`src/rtl/ntt_pkg.sv`:
```
// Shared definitions for the NTT memory scheduler: widths, state encoding and
// the butterfly half-span / group helpers.
package ntt_pkg;

  localparam int NTT_ADDR_W = 12;
  localparam int NTT_LOG_N  = 11;

  typedef enum logic [1:0] {
    ST_IDLE  = 2'd0,
    ST_READ  = 2'd1,
    ST_DRAIN = 2'd2,
    ST_DONE  = 2'd3
  } ntt_state_t;

  // Distance between the two operands of a butterfly in stage s.
  function automatic logic [31:0] half_of(input int log_n, input int s);
    return 32'd1 << (log_n - 1 - s);
  endfunction

  // Butterfly group that index k belongs to in stage s.
  function automatic logic [31:0] group_of(input int log_n, input int s, input logic [31:0] k);
    return k >> (log_n - 1 - s);
  endfunction

endpackage

```
`src/rtl/ntt_wr_delay.sv`:
```
// Fixed-depth shift register that turns a read issue into the matching
// write-back issue; cleared asynchronously so pending writes die on reset.
module ntt_wr_delay #(
  parameter int DEPTH = 6,
  parameter int WIDTH = 25
) (
  input  logic             clk,
  input  logic             rst,
  input  logic [WIDTH-1:0] d,
  output logic [WIDTH-1:0] q
);

  logic [WIDTH-1:0] pipe [DEPTH];

  always_ff @(posedge clk or posedge rst) begin
    if (rst) begin
      for (int i = 0; i < DEPTH; i++) pipe[i] <= '0;
    end else begin
      pipe[0] <= d;
      for (int i = 1; i < DEPTH; i++) pipe[i] <= pipe[i-1];
    end
  end

  assign q = pipe[DEPTH-1];

endmodule

```
`src/rtl/ntt_mem_scheduler.sv`:
```
// In-place radix-2 NTT address sequencer: issues butterfly read pairs and
// twiddle indices, replays them as write-backs BF_LAT cycles later.
//
//  state | meaning
//  IDLE  | waiting for start
//  READ  | one butterfly read per cycle, k = 0 .. N/2-1
//  DRAIN | BF_LAT idle cycles so the stage's writes land before the next reads
//  DONE  | one-cycle done pulse
module ntt_mem_scheduler
  import ntt_pkg::*;
#(
  parameter int LOG_N  = NTT_LOG_N,
  parameter int BF_LAT = 6,
  parameter int ADDR_W = NTT_ADDR_W
) (
  input  logic              clk,
  input  logic              rst,
  input  logic              start,
  output logic              busy,
  output logic              done,
  output logic [3:0]        stage,
  output logic              rd_en,
  output logic [ADDR_W-1:0] rd_addr_a,
  output logic [ADDR_W-1:0] rd_addr_b,
  output logic [ADDR_W-1:0] tw_idx,
  output logic              wr_en,
  output logic [ADDR_W-1:0] wr_addr_a,
  output logic [ADDR_W-1:0] wr_addr_b
);

  localparam int DW = $clog2(BF_LAT);
  localparam int WD = 1 + 2 * ADDR_W;
  localparam logic [ADDR_W-1:0] K_LAST = ADDR_W'((1 << (LOG_N - 1)) - 1);
  localparam logic [3:0]        S_LAST = 4'(LOG_N - 1);
  localparam logic [DW-1:0]     D_LOAD = DW'(BF_LAT - 1);

  ntt_state_t        state, state_nx;
  logic [3:0]        s, s_nx;
  logic [ADDR_W-1:0] k, k_nx;
  logic [DW-1:0]     dcnt, dcnt_nx;
  logic [ADDR_W-1:0] half, grp, a_addr;
  logic [WD-1:0]     wr_q;

  always_ff @(posedge clk or posedge rst) begin
    if (rst) begin
      state <= ST_IDLE;
      s     <= '0;
      k     <= '0;
      dcnt  <= '0;
    end else begin
      state <= state_nx;
      s     <= s_nx;
      k     <= k_nx;
      dcnt  <= dcnt_nx;
    end
  end

  always_comb begin
    state_nx = state;
    s_nx     = s;
    k_nx     = k;
    dcnt_nx  = dcnt;
    unique case (state)
      ST_IDLE: begin
        if (start) begin
          state_nx = ST_READ;
          s_nx     = '0;
          k_nx     = '0;
        end
      end
      ST_READ: begin
        if (k == K_LAST) begin
          state_nx = ST_DRAIN;
          dcnt_nx  = D_LOAD;
        end else begin
          k_nx = k + 1'b1;
        end
      end
      ST_DRAIN: begin
        if (dcnt == '0) begin
          if (s == S_LAST) begin
            state_nx = ST_DONE;
          end else begin
            state_nx = ST_READ;
            s_nx     = s + 1'b1;
            k_nx     = '0;
          end
        end else begin
          dcnt_nx = dcnt - 1'b1;
        end
      end
      ST_DONE: begin
        state_nx = ST_IDLE;
        s_nx     = '0;
        k_nx     = '0;
      end
      default: state_nx = ST_IDLE;
    endcase
  end

  assign half   = ADDR_W'(half_of(LOG_N, int'(s)));
  assign grp    = ADDR_W'(group_of(LOG_N, int'(s), 32'(k)));
  assign a_addr = (grp << (LOG_N - int'(s))) | (k & (half - 1'b1));

  assign rd_en     = (state == ST_READ);
  assign busy      = (state == ST_READ) || (state == ST_DRAIN);
  assign done      = (state == ST_DONE);
  assign stage     = busy ? s : 4'd0;
  assign rd_addr_a = rd_en ? a_addr : '0;
  assign rd_addr_b = rd_en ? (a_addr | half) : '0;
  assign tw_idx    = rd_en ? ((ADDR_W'(1) << s) + grp) : '0;

  ntt_wr_delay #(
    .DEPTH (BF_LAT),
    .WIDTH (WD)
  ) u_wr_delay (
    .clk (clk),
    .rst (rst),
    .d   ({rd_en, rd_addr_a, rd_addr_b}),
    .q   (wr_q)
  );

  assign {wr_en, wr_addr_a, wr_addr_b} = wr_q;

  // Operands differ in exactly one bit, so each pair spans both RAM banks.
  always_ff @(posedge clk) begin
    if (!rst && rd_en) begin
      assert (((rd_addr_a ^ rd_addr_b) == half) && $onehot(half))
        else $error("bank invariant violated: a=%0d b=%0d", rd_addr_a, rd_addr_b);
    end
  end

endmodule

```
`config.mk`:
```
export PLATFORM = sky130hd
export DESIGN_NAME = ntt_mem_scheduler
export DESIGN_NICKNAME = d
export VERILOG_FILES = /design/src/rtl/ntt_pkg.sv /design/src/rtl/ntt_wr_delay.sv /design/src/rtl/ntt_mem_scheduler.sv
export SDC_FILE = /design/constraint.sdc
export NUM_CORES = 1
export LEC_CHECK = 0
export ABC_AREA = 1
export CORE_MARGIN = 10
export CORE_UTILIZATION = 44
export CTS_BUF_LIST = sky130_fd_sc_hd__clkbuf_4
export CTS_CLUSTER_DIAMETER = 200
export DETAILED_ROUTE_END_ITERATION = 16
export GPL_ROUTABILITY_DRIVEN = 1
export MAX_ROUTING_LAYER = met4
export PLACE_DENSITY = 0.62
export SLEW_MARGIN = 0
export SYNTH_ARGS = -nofsm -noshare
export SYNTH_HDL_FRONTEND = slang
export SYNTH_SLANG_ARGS = --single-unit
```
`constraint.sdc`:
```
create_clock -name clk -period 11.4 [get_ports clk]
set_clock_uncertainty 0.15 [all_clocks]
set_input_delay 1.71 -clock clk [delete_from_list [all_inputs] [get_ports clk]]
set_output_delay 1.71 -clock clk [all_outputs]
set_load 0.005 [all_outputs]
```
# Word-level counts from Yosys, hierarchy flattened
# Cells that the tools add are included.
# Widths: inputs -> output; s select.
[word_totals] reg_bits=171 out_inout_bits=68
[classes] eq_ne=11 n_bitwise=3 reduce_logical=9 addsub=7 mux=21 shifts=4
[op_table] cell="$mux 12" count=7
[op_table] cell="$pmux 12 s4" count=1
[op_table] cell="$shl 1x32->12 const A" count=1
[op_table] cell="$shl 12x32->12" count=1
[op_table] cell="$shr 12x32->12" count=1
[op_table] cell="$or 12x12->12" count=2
[op_table] cell="$mux 4" count=4
[op_table] cell="$add 12x1->12 const B" count=1
[op_table] cell="$add 12x12->12" count=1
[op_table] cell="$and 12x12->12" count=1
[op_table] cell="$eq 12x10->1 const B" count=1
[op_table] cell="$pmux 4 s3" count=1
[op_table] cell="$shl 1x4->12 const A" count=1
[op_table] cell="$sub 12x1->12 const B" count=1
[op_table] cell="$ne 2x2->1 const B" count=5
[op_table] cell="$sub 4x4->5 const A" count=2
[op_table] cell="$mux 2" count=4
[op_table] cell="$pmux 2 s4" count=1
[op_table] cell="$reduce_and 4->1" count=2
[op_table] cell="$mux 3" count=2
[op_table] cell="$pmux 3 s2" count=1
[op_table] cell="$reduce_and 3->1" count=2
[op_table] cell="$add 4x1->4 const B" count=1
[op_table] cell="$eq 2x2->1 const B" count=2
[op_table] cell="9 further kinds" count=9

# Depth between registers and ports, before layout
# Gate-level depths: netlist of run 1.
[logic_depth] depth_word=7 ltp_mapped=24 mapped_depth_nobuf=22

# Hierarchy
# From an unflattened synthesis of run 1, not the netlist that was laid out.
[hier_totals] cells_unflattened=778 hier_area_um2=7467.2
[by_module_without_submodules] mod="ntt_wr_delay" area_each_um2=3945.0 cells_per_inst=176 n_inst=1
[by_module_without_submodules] mod="ntt_mem_scheduler" area_each_um2=3522.1 cells_per_inst=602 n_inst=1

# Worst setup path after synthesis of run 1
# OpenSTA, ideal clock, no wires.
[synth_path] kind="flip-flop to output port" startpoint="register s[1]" endpoint="output tw_idx[11]" slack_ns=6.272 required_ns=9.540 path_stages_with_launch=22 arrival_ns=3.268 cell_sequence="dfrtp_1 -> inv_1 -> clkbuf_1 -> ha_1 -> inv_1 -> buf_1 -> nand3_1 -> nand3_1 -> nand3_1 -> nand2_1 -> inv_1 -> ha_1 -> inv_1 -> nor3_1 -> nand3_1 -> o2111ai_1 -> nand2_1 -> inv_1 -> o21ai_0 -> nand2_1 -> o21ai_0 -> a21oi_1"
[synth_between] elab_chain_len=4 word_cells_on_any_way=5
[synth_rtl] item="start: declaration" line_no="ntt_mem_scheduler.sv:38" rtl="logic [3:0] s, s_nx;"
[synth_rtl] item="start signal: assignment" line_no="ntt_mem_scheduler.sv:52" rtl="s <= s_nx;"
[synth_rtl] item="$sub 4x4->5" line_no="ntt_pkg.sv:22" rtl="return k >> (log_n - 1 - s);"
[synth_rtl] item="$shr 12x32->12" line_no="ntt_pkg.sv:22"
[synth_rtl] item="$add 12x12->12 *" line_no="ntt_mem_scheduler.sv:111" rtl="assign tw_idx = rd_en ? ((ADDR_W'(1) << s) + grp) : '0;"
[synth_rtl] item="$mux 12 *" line_no="ntt_mem_scheduler.sv:111"
[synth_rtl] item="end: declaration" line_no="ntt_mem_scheduler.sv:25" rtl="output logic [ADDR_W-1:0] tw_idx,"
# Mark *: on every way between the ends. The rest lies on a longest branch, timed or not.

# Final worst setup path of run 1
[layout_path] startpoint="register s[2]" endpoint="output tw_idx[11]"
# The elaborated chain is that of the path after synthesis.

==> results of run 1 <==
[worst paths after layout]
| kind | from | end | slack (ns) | cells after the start |
|---|---|---|---|---|
| max | s[2] | tw_idx[11] | 4.22 | 20 |
| min | u_wr_delay.pipe[60] | u_wr_delay.pipe[35] | 0.20 | 0 |
| max reg2reg | s[1] | u_wr_delay.pipe[135] | 7.24 | 20 |
| min reg2reg | u_wr_delay.pipe[60] | u_wr_delay.pipe[35] | 0.20 | 0 |
| max in group asynchronous | rst | u_wr_delay.pipe[120] | 8.10 | 3 |
| min in group asynchronous | rst | u_wr_delay.q[12] | 1.48 | 2 |
[routing by layer]
| layer | global-route usage [%] | vias up |
|---|---|---|
| met5 | - | - |
| met4 | 7.46 | 0 |
| li1 | - | 2570 |
| met2 | 27.9 | 142 |
| met1 | 19.6 | 2587 |
| met3 | 3.09 | 38 |
[cell families after synthesis]
family                   share of synthesized area [%]
buffers and inverters                             8.34
AO/OA/AOI/OAI                                     6.20
adder cells (fa/ha/maj)                           4.89
XOR/XNOR                                         0.718
flip-flops                                        58.4
AND/OR/NAND/NOR                                   21.4
[worst max-delay path, cell delays in order, from the launching register on]
cell	delay (ns)
dfrtp_1	0.69
inv_2	0.44
ha_1	0.26
nand2_1	0.08
nand2_2	0.35
nand3_2	0.27
nor2_2	0.50
nand3_1	0.15
nand2_1	0.19
ha_1	0.19
inv_1	0.08
nor3_1	0.24
nand3_1	0.11
o2111ai_1	0.14
nand2_1	0.08
inv_1	0.07
o21ai_0	0.07
nand2_1	0.08
o21ai_0	0.07
a21oi_1	0.14
clkdlybuf4s50_1	0.52
[Yosys cell counts, drive strengths merged, types with 3 or more instances]
| cell | number | area [sq um] |
|---|---|---|
| clkbuf | 8 | 30.0 |
| nand3 | 118 | 601 |
| o21ai | 36 | 184 |
| nand2 | 150 | 578 |
| nor3 | 24 | 130 |
| nand4 | 8 | 50.1 |
| inv | 80 | 303 |
| dfrtp | 171 | 4280 |
| o22ai | 3 | 18.8 |
| xor2 | 5 | 43.8 |
| nor2 | 49 | 201 |
| ha | 27 | 338 |
| buf | 40 | 274 |
| a21oi | 37 | 196 |
[registers in the layout, indices dropped and copies added (netlist names)]
| register | flops |
|---|---|
| dcnt | 3 |
| u_wr_delay.q | 25 |
| s | 4 |
| state | 2 |
| u_wr_delay.pipe | 125 |
| k | 12 |
[final cells by class]
type / count / area, sq um
timing repair buffer: 72 / 716
clock buffer: 17 / 128
sequential: 171 / 4280
inverter: 81 / 312
clock inverter: 15 / 208
antenna: 1 / 2.50
fill: 1537 / 8110
multi-input combinational: 467 / 2430
tap: 220 / 275
[stage by stage]
stage	cell area [sq um]	utilization, %	worst slack, ns	std cells	hold WS, ns
4_1_cts	8350	50.7	4.17	1043	0.203
3_3_place_gp	8010	48.7	4.88	1011	0.181
3_5_place_dp	8010	48.7	4.86	1011	0.185
2_1_floorplan	7320	-	4.91	767	0.181
6_report	8350	50.7	4.22	1044	0.204
5_1_grt	8350	50.7	3.69	1044	0.205
[power breakdown]
group	leakage, nW	internal, mW	switching (mW)
sequential	2.09	0.607	0
combinational	1.73	0.000908	0.0109
clock	0.181	0.162	0.225
total	4.01	0.769	0.236
==> results.tsv, run 1 <==
metric	value	unit
min Tclk post-route	7.18	ns
drc violations	0	
Bufs on Longest Clock Path	2	
most frequent cells in the layout	171 x dfrtp_1, 144 x nand2_1, 116 x nand3_1	
uppermost layer routed	met4	
#FFs+latches synth	171	
CTS root buf	clkbuf_4	
clock-pin slew on the worst setup and hold paths	0.16	ns
Worst-Skew Late Latency	0.57	ns
syn nets	798	
Die Wd	149	um
FFs w/ async S/R, synth	100	%
total gr overflow	0	
CP required	9.54	ns
die extent in y	149	um
Hold Vio Cnt, Final	0	
WL met3	768	um
Final GP Congestion	0.911	
IO Count	71	
met2 wire length	8.69	mm
Slew Viols, Final	0	
antenna violations before repair	1	
post-CTS sizing	0	
initial DRC count	452	
total core area	0.0165	sq mm
commonest non-fill, non-tap cell in the layout	dfrtp_1	
Final Setup Violations	0	
Sum Neg Setup Slack	0	ns
Initial Util	44.5	%
Routed Antenna Nets	0	
Vias/cell	5.11	
sequential element share of the synthesized area	58.4	%
H-Tree Depth	4	
Yosys warning count	0	
P per Cell Area	120	mW/mm^2
total die area	0.0222	sq mm
share of cells above drive strength 1	7.65	%
Hold Path Class	flop to flop	
Cell Rows	47	
Port Buffers	70	
Pre-Repair DR Iteration Count	5	
period utilization	63.0	%
All-Layer GR Usage	16.8	%
Syn Std Cell Area	0.00732	sq mm
CTS buffer count	17	
leakage power	4.01	nW
hold buffers post-CTS	0	
Nets	841	
unrepaired setup endpoints after global routing	no	
Layout area overhead	14.1	%
VDD IR max	0.0000553	V
Met1 Routed Length	7.63	mm
Post-Syn Instances	767	
Post-DP HPWL	12.9	mm
post-DR wirelength/cell	16.9	um
Rel. slew slack	36.0	%
Least-Margin Pin Slew	0.959	ns
final WL	17.6	mm
Yosys cell types	36	
# clock sinks	171	
Total Power	1.00	mW
crit path kind	flop to output port	
Worst setup EP type	output port	
post-CTS setup buffers	0	
Mean Syn Cell Area	9.55	sq um
Critical Path AT	5.32	ns
largest net degree at the start of global routing	89	
EDFF count, synth	0	
CP Max Fanout	26	
ys flop type	dfrtp_1	
Max-cap violations	0	
startpoint type of the worst setup path	flop	
first-pass GRT wire length	28.2	mm
vias in the first global route	5333	
via count	5337	
TritonCTS clock tree	done	
fmax	139	MHz
status	completed	
No activity file was read; power rests on OpenSTA's default activity.
==> run 2, diff against run 1 <==
Settings changed: PLACE_DENSITY 0.62 to 0.65.
Clock period 11.4 ns to 6 ns, I/O delays scaled along.
==> run 2 against run 1 <==
  * Sequential share of layout area fell by 0.18 points
  * First-iteration DRC count down 7.5%
  * Register-to-register slack got worse by 4.6 ns
  * Critical path type unchanged
  * Wire length shrank 6.4%
  * Sequential cell count stayed put
  * Largest power group unchanged
  * Largest cell class unchanged
==> results.tsv, run 2 (synthesis results as in run 1) <==
metric	value	unit	change
status	completed		
fmax	181	MHz	
total die area	0.0222	sq mm	unchanged
Final GP Congestion	0.940		+3.2%
CP required	4.95	ns	-4.59 ns
Hold Crit Start	u_wr_delay.pipe[84]		
total gr overflow	0		unchanged
most frequent cells in the layout	168 x dfrtp_1, 144 x nand2_1, 116 x nand3_1		
Port Buffers	70		unchanged
FF-to-FF setup slack	2.63	ns	-4.61 ns
Rel. slew slack	47.4	%	+11 points
Filler cells	1557		+1.3%
H-Tree Depth	4		unchanged
CP cell instances	ha_1 -> inv_1 -> nand2_1 -> nand2_8 -> nand3_1 -> nand2_1 -> nand2_1 -> nand2_1 -> nand2_1 -> nand2_1 -> nand2_1 -> inv_2 -> ha_1 -> inv_1 -> fa_1 -> inv_1 -> a21oi_1 -> o21ai_0 -> nand2_1 -> nand2_1 -> o21ai_0 -> a21oi_1 -> clkdlybuf4s50_1		
Critical Path AT	4.48	ns	-0.84 ns
post-DR wirelength/cell	15.7	um	-7.1%
Final Setup Violations	0		unchanged
final setup margin	0.470	ns	-3.75 ns
final WL	16.5	mm	-6.4%
All-Layer GR Usage	15.8	%	-1.1 points
Nets	849		+0.95%
Post-DP HPWL	12.3	mm	-4.5%
unrepaired setup endpoints after global routing	no		
final design utilization	51.0	%	+0.25 points
CTS buffer count	17		unchanged
drc violations	0		unchanged
Multi-input gate area	0.00245	sq mm	+0.57%
commonest non-fill, non-tap cell in the layout	dfrtp_1		
VDD IR max	0.000119	V	+110%
Worst-Skew Late Latency	0.54	ns	-0.03 ns
initial DRC count	418		-7.5%
Slew Viols, Final	0		unchanged
launch point of the worst path	s[0]		
leakage power	4.03	nW	+0.58%
number of flip-flops in the largest register	125		unchanged
Initial Util	44.5	%	unchanged
total core area	0.0165	sq mm	unchanged
Routed Antenna Nets	0		unchanged
# clock sinks	171		unchanged
startpoint type of the worst setup path	flop		
Hold Vio Cnt, Final	0		unchanged
hold buffers post-CTS	0		unchanged
Post-Place Setup Slack	0.766	ns	-4.10 ns
vias in the first global route	5197		-2.6%
antenna violations before repair	0		-1
Hold WS	0.192	ns	-0.0120 ns
min Tclk post-route	5.53	ns	
largest reg by FF count	u_wr_delay.pipe		
most used cell, CP	nand2_1		
period utilization	92.2	%	
R2R Path Start	s[0]		
Layout area overhead	14.6	%	
CP max stage cell	dfrtp_2		
hold path cells	0		unchanged
crit path kind	flop to output port		
Max-cap violations	0		unchanged
Pre-Repair DR Iteration Count	5		unchanged
Bufs on Longest Clock Path	2		unchanged
IO Count	71		unchanged
die extent in y	149	um	unchanged
first-pass GRT wire length	26.8	mm	-4.7%
Cell Rows	47		unchanged
Least-Margin Pin Slew	0.786	ns	-0.173 ns
CTS root buf	clkbuf_4		
P per Cell Area	219	mW/mm^2	+82%
Sum Neg Setup Slack	0	ns	unchanged
Vias/cell	5.06		-1.1%
via count	5315		-0.41%
TritonCTS clock tree	done		
reg2reg path depth	19		-5.0%
# diodes	0		-1
largest net degree at the start of global routing	82		-7.9%
CP Max Fanout	26		unchanged
Die Wd	149	um	unchanged
FF+latch area	0.00429	sq mm	+0.15%
share of cells above drive strength 1	8.90	%	+1.3 points
Hold Path Class	flop to flop		
post-CTS setup buffers	0		unchanged
clock-pin slew on the worst setup and hold paths	0.14	ns	-0.02 ns
Worst setup EP type	output port		
slowest stage delay, CP	0.58	ns	-0.11 ns
[run 2: timing repair]
| item | 4_1_cts | 5_1_grt |
|---|---|---|
| endpoints found under the hold margin | 0 | 0 |
| resized for setup | 0 | 9 |
| setup endpoints to repair | 0 | 7 |
[run 2: cell type report]
cell class	count	share of cell area, %
flip-flops and latches	171	51.1
multi-input cells	467	29.1
repair buffers	80	9.24
inverters	81	3.79
well taps	220	3.28
clock inverters	14	1.88
clock buffers	18	1.61
[run 2: worst paths after layout]
check / to
max in group asynchronous: s[1]
min in group asynchronous: u_wr_delay.pipe[42]
setup / recovery: tw_idx[8]
setup reg to reg: u_wr_delay.pipe[135]
hold / removal: u_wr_delay.pipe[59]
hold reg to reg: u_wr_delay.pipe[59]
[run 2: per-stage QoR]
step | power [mW] | cell area, sq um | std cells
after CTS | 1.86 | 8370 | 1051
after floorplan | 1.19 | 7320 | 767
final | 1.83 | 8390 | 1051
after global routing | 1.92 | 8390 | 1051
after detailed placement | 1.20 | 8070 | 1019
after global placement | 1.20 | 8070 | 1019
[run 2: layer usage]
| layer | up-vias | global-route usage, % | part of all wire (%) |
|---|---|---|---|
| met3 | 29 | 3.67 | 5.5 |
| li1 | 2590 | - | - |
| met5 | - | - | 0 |
| met1 | 2548 | 19.3 | 44 |
| met2 | 148 | 25.5 | 48 |
| met4 | 0 | 4.86 | 2.1 |
[run 2: worst max-delay path, delay by kind of cell, from the launching register on]
family | cells | cell delay (ns)
flip-flops | 1 | 0.58
adder cells (fa/ha/maj) | 3 | 0.93
AO/OA/AOI/OAI | 4 | 0.46
AND/OR/NAND/NOR | 11 | 1.11
buffers and inverters | 5 | 0.85
[run 2: power breakdown]
part           switching, mW  total, mW  internal [mW]
clock                  0.398      0.659          0.262
sequential                 0       1.15           1.15
combinational         0.0204     0.0226        0.00215
total                  0.418       1.83           1.42
==> patch: new RTL, config.mk and constraints of run 2 <==
`BF_LAT`: 6 -> 8.
--- a/src/rtl/ntt_mem_scheduler.sv
+++ b/src/rtl/ntt_mem_scheduler.sv
@@ -12,3 +12,3 @@
   parameter int LOG_N  = NTT_LOG_N,
-  parameter int BF_LAT = 6,
+  parameter int BF_LAT = 8,
   parameter int ADDR_W = NTT_ADDR_W
Behaviour: not the same (Yosys sat finds a counterexample within 10 cycles, from zero or initial values and one cycle with rst high).
==> patch against run 2 <==
- setup slack got worse by 0.10 ns
- non-clock buffer count rose by 4
- design area rose by 22%
- sequential share of layout area rose by 2.9 points
- critical path depth fell by 4
- sequential cell count rose by 50
- count of clock-buffer cells in the layout rose by 58
- wire length rose by 16%
- synthesized area rose by 19%
- critical path type unchanged
Power is not compared: it rests on default switching activity, and its combinational part moved more than twofold at a synthesized area within 25%.
==> patch: results (changes against run 2) <==
outcome -> completed (unchanged)
main area contributors after synthesis -> dfrtp_1 (64%), nand3_1 (6.6%), nand2_1 (5.7%) (was dfrtp_1 (58%), nand3_1 (7.9%), nand2_1 (7.4%))
HPWL after detailed placement -> 13.7 mm (was 12.3 mm)
global-route total usage across every layer -> 15.6% (was 15.8%)
Post-Layout Cell Count -> 1209 (was 1051)
First DRT Iteration DRCs -> 370 (was 418)
Setup TNS Final -> 0 ns (unchanged)
# fillers -> 1760 (was 1557)
nets@finish -> 934 (was 849)
H-tree levels -> 2 (was 4)
Distinct cells, synth -> 40 (was 36)
placed insts -> 1115 (was 1019)
sequential area share after synthesis -> 63.6% (was 58.4%)
Tightest Pin Transition -> 1.00 ns (was 0.786 ns)
placed cell areas -> 9520 sq um (was 8070 sq um)
family with the most delay on the worst path -> buffers and inverters (was simple AND/OR/NAND/NOR gates)
CTS Buffer Depth -> 3 (was 2)
Post-synth ARST share -> 100% (unchanged)
largest net degree at the start of global routing -> 83 (was 82)
first-pass GRT wire length -> 31.5 mm (was 26.8 mm)
met1 global-route usage -> 18.1% (was 19.3%)
Worst Path Max Fanout -> 17 (was 26)
commonest cells in the netlist -> dfrtp_1 (221), nand2_1 (132), nand3_1 (115) (was dfrtp_1 (171), nand2_1 (144), nand3_1 (116))
port bufs -> 70 (unchanged)
Post-Synthesis Cells -> 815 (was 767)
Peak VDD IR -> 300 uV
Hold WS -> 0.175 ns (was 0.192 ns)
TritonCTS buffer count -> 51 (was 17)
via count -> 5954 (was 5315)
CTS root buffer -> clkbuf_4 (unchanged)
Routed WL per cell -> 15.8 um (was 15.7 um)
worst-path cell with the longest stage delay -> dfrtp_2 (unchanged)
initial antenna violation count -> 1 (was 0)
share of cells above drive strength 1 -> 14.3% (was 8.90%)
post-synth net total -> 846 (was 798)
max FFs per register -> 175 (was 125)
met3 Usage GRT -> 3.81% (was 3.67%)
Syn. warnings -> 0 (unchanged)
grt met2 use -> 25.5% (about the same)
Max-Cap Viols -> 0 (unchanged)
worst min-delay path class -> flop to flop (unchanged)
Reg with most FFs -> u_wr_delay.pipe (unchanged)
Leak -> 0.00530 uW
CTS clock-pin slew for the worst setup and hold paths -> 0.07 ns (was 0.14 ns)
critical path's largest stage delay -> 0.61 ns (was 0.58 ns)
R2R setup slack -> 2.64 ns (was 2.63 ns)
Clock Latency Late Sink -> 0.63 ns (was 0.54 ns)
RD Place Congestion -> 0.926 (was 0.940)
DRT Pass-1 Iters -> 6 (was 5)
[patch: cell count changes after synthesis, sizes merged, moves of 4 or more]
| cell | change |
|---|---|
| dfrtp | +50 |
| nor2 | -14 |
| inv | +10 |
| nand2 | -8 |
| a21oi | +4 |
| o21ai | -4 |
[patch: power breakdown]
group	internal (uW)	switching, uW
Sequential	1670	78.6
Clock	708	520
Combinational	426	820
Total	2810	1420
[patch: what timing repair did]
item,4_1_cts,5_1_grt
setup endpoints to repair,0,8
buffers inserted,0,0
gates resized for setup,0,5
hold endpoints to repair,0,0
[patch: cell families after synthesis]
group	Yosys count	share of synthesized area, %
flops	221	63.6
simple gates	332	18.6
fa+ha+maj	28	4.12
compound gates	92	5.84
xor+xnor	3	0.302
buf+inv	139	7.57
[patch: per-stage QoR]
stage	utilization (%)	worst slack, ns
after floorplan	-	1.60
after global placement	48.9	0.875
after detailed placement	48.9	0.865
after CTS	52.5	0.129
after global routing	52.7	0.00922
final	52.7	0.369
[patch: per-layer routing]
layer | wire [um] | vias to the layer above
met2 | 9550 | 189
met1 | 8000 | 2872
met4 | 495 | 0
met5 | 0 | -
li1 | - | 2861
met3 | 1070 | 32
[patch: layout make-up]
type,instances,area [sq um],share of cell area (%)
multi-input cells,455,2520,24.6
diodes,2,5.00,0.0488
flip-flops and latches,221,5530,54.0
clock buffers,76,571,5.57
well taps,265,332,3.24
clock inverters,16,139,1.36
repair buffers,84,806,7.86
inverters,90,345,3.37
[patch: path summary, 6_finish.rpt]
path,depth (start not counted),from,endpoint
max reg2reg,15,state[1],k[11]
min,0,u_wr_delay.pipe[67],u_wr_delay.pipe[42]
max,19,s[0],tw_idx[8]
min reg2reg,0,u_wr_delay.pipe[67],u_wr_delay.pipe[42]
max in group asynchronous,3,rst,s[3]
min in group asynchronous,2,rst,u_wr_delay.q[0]
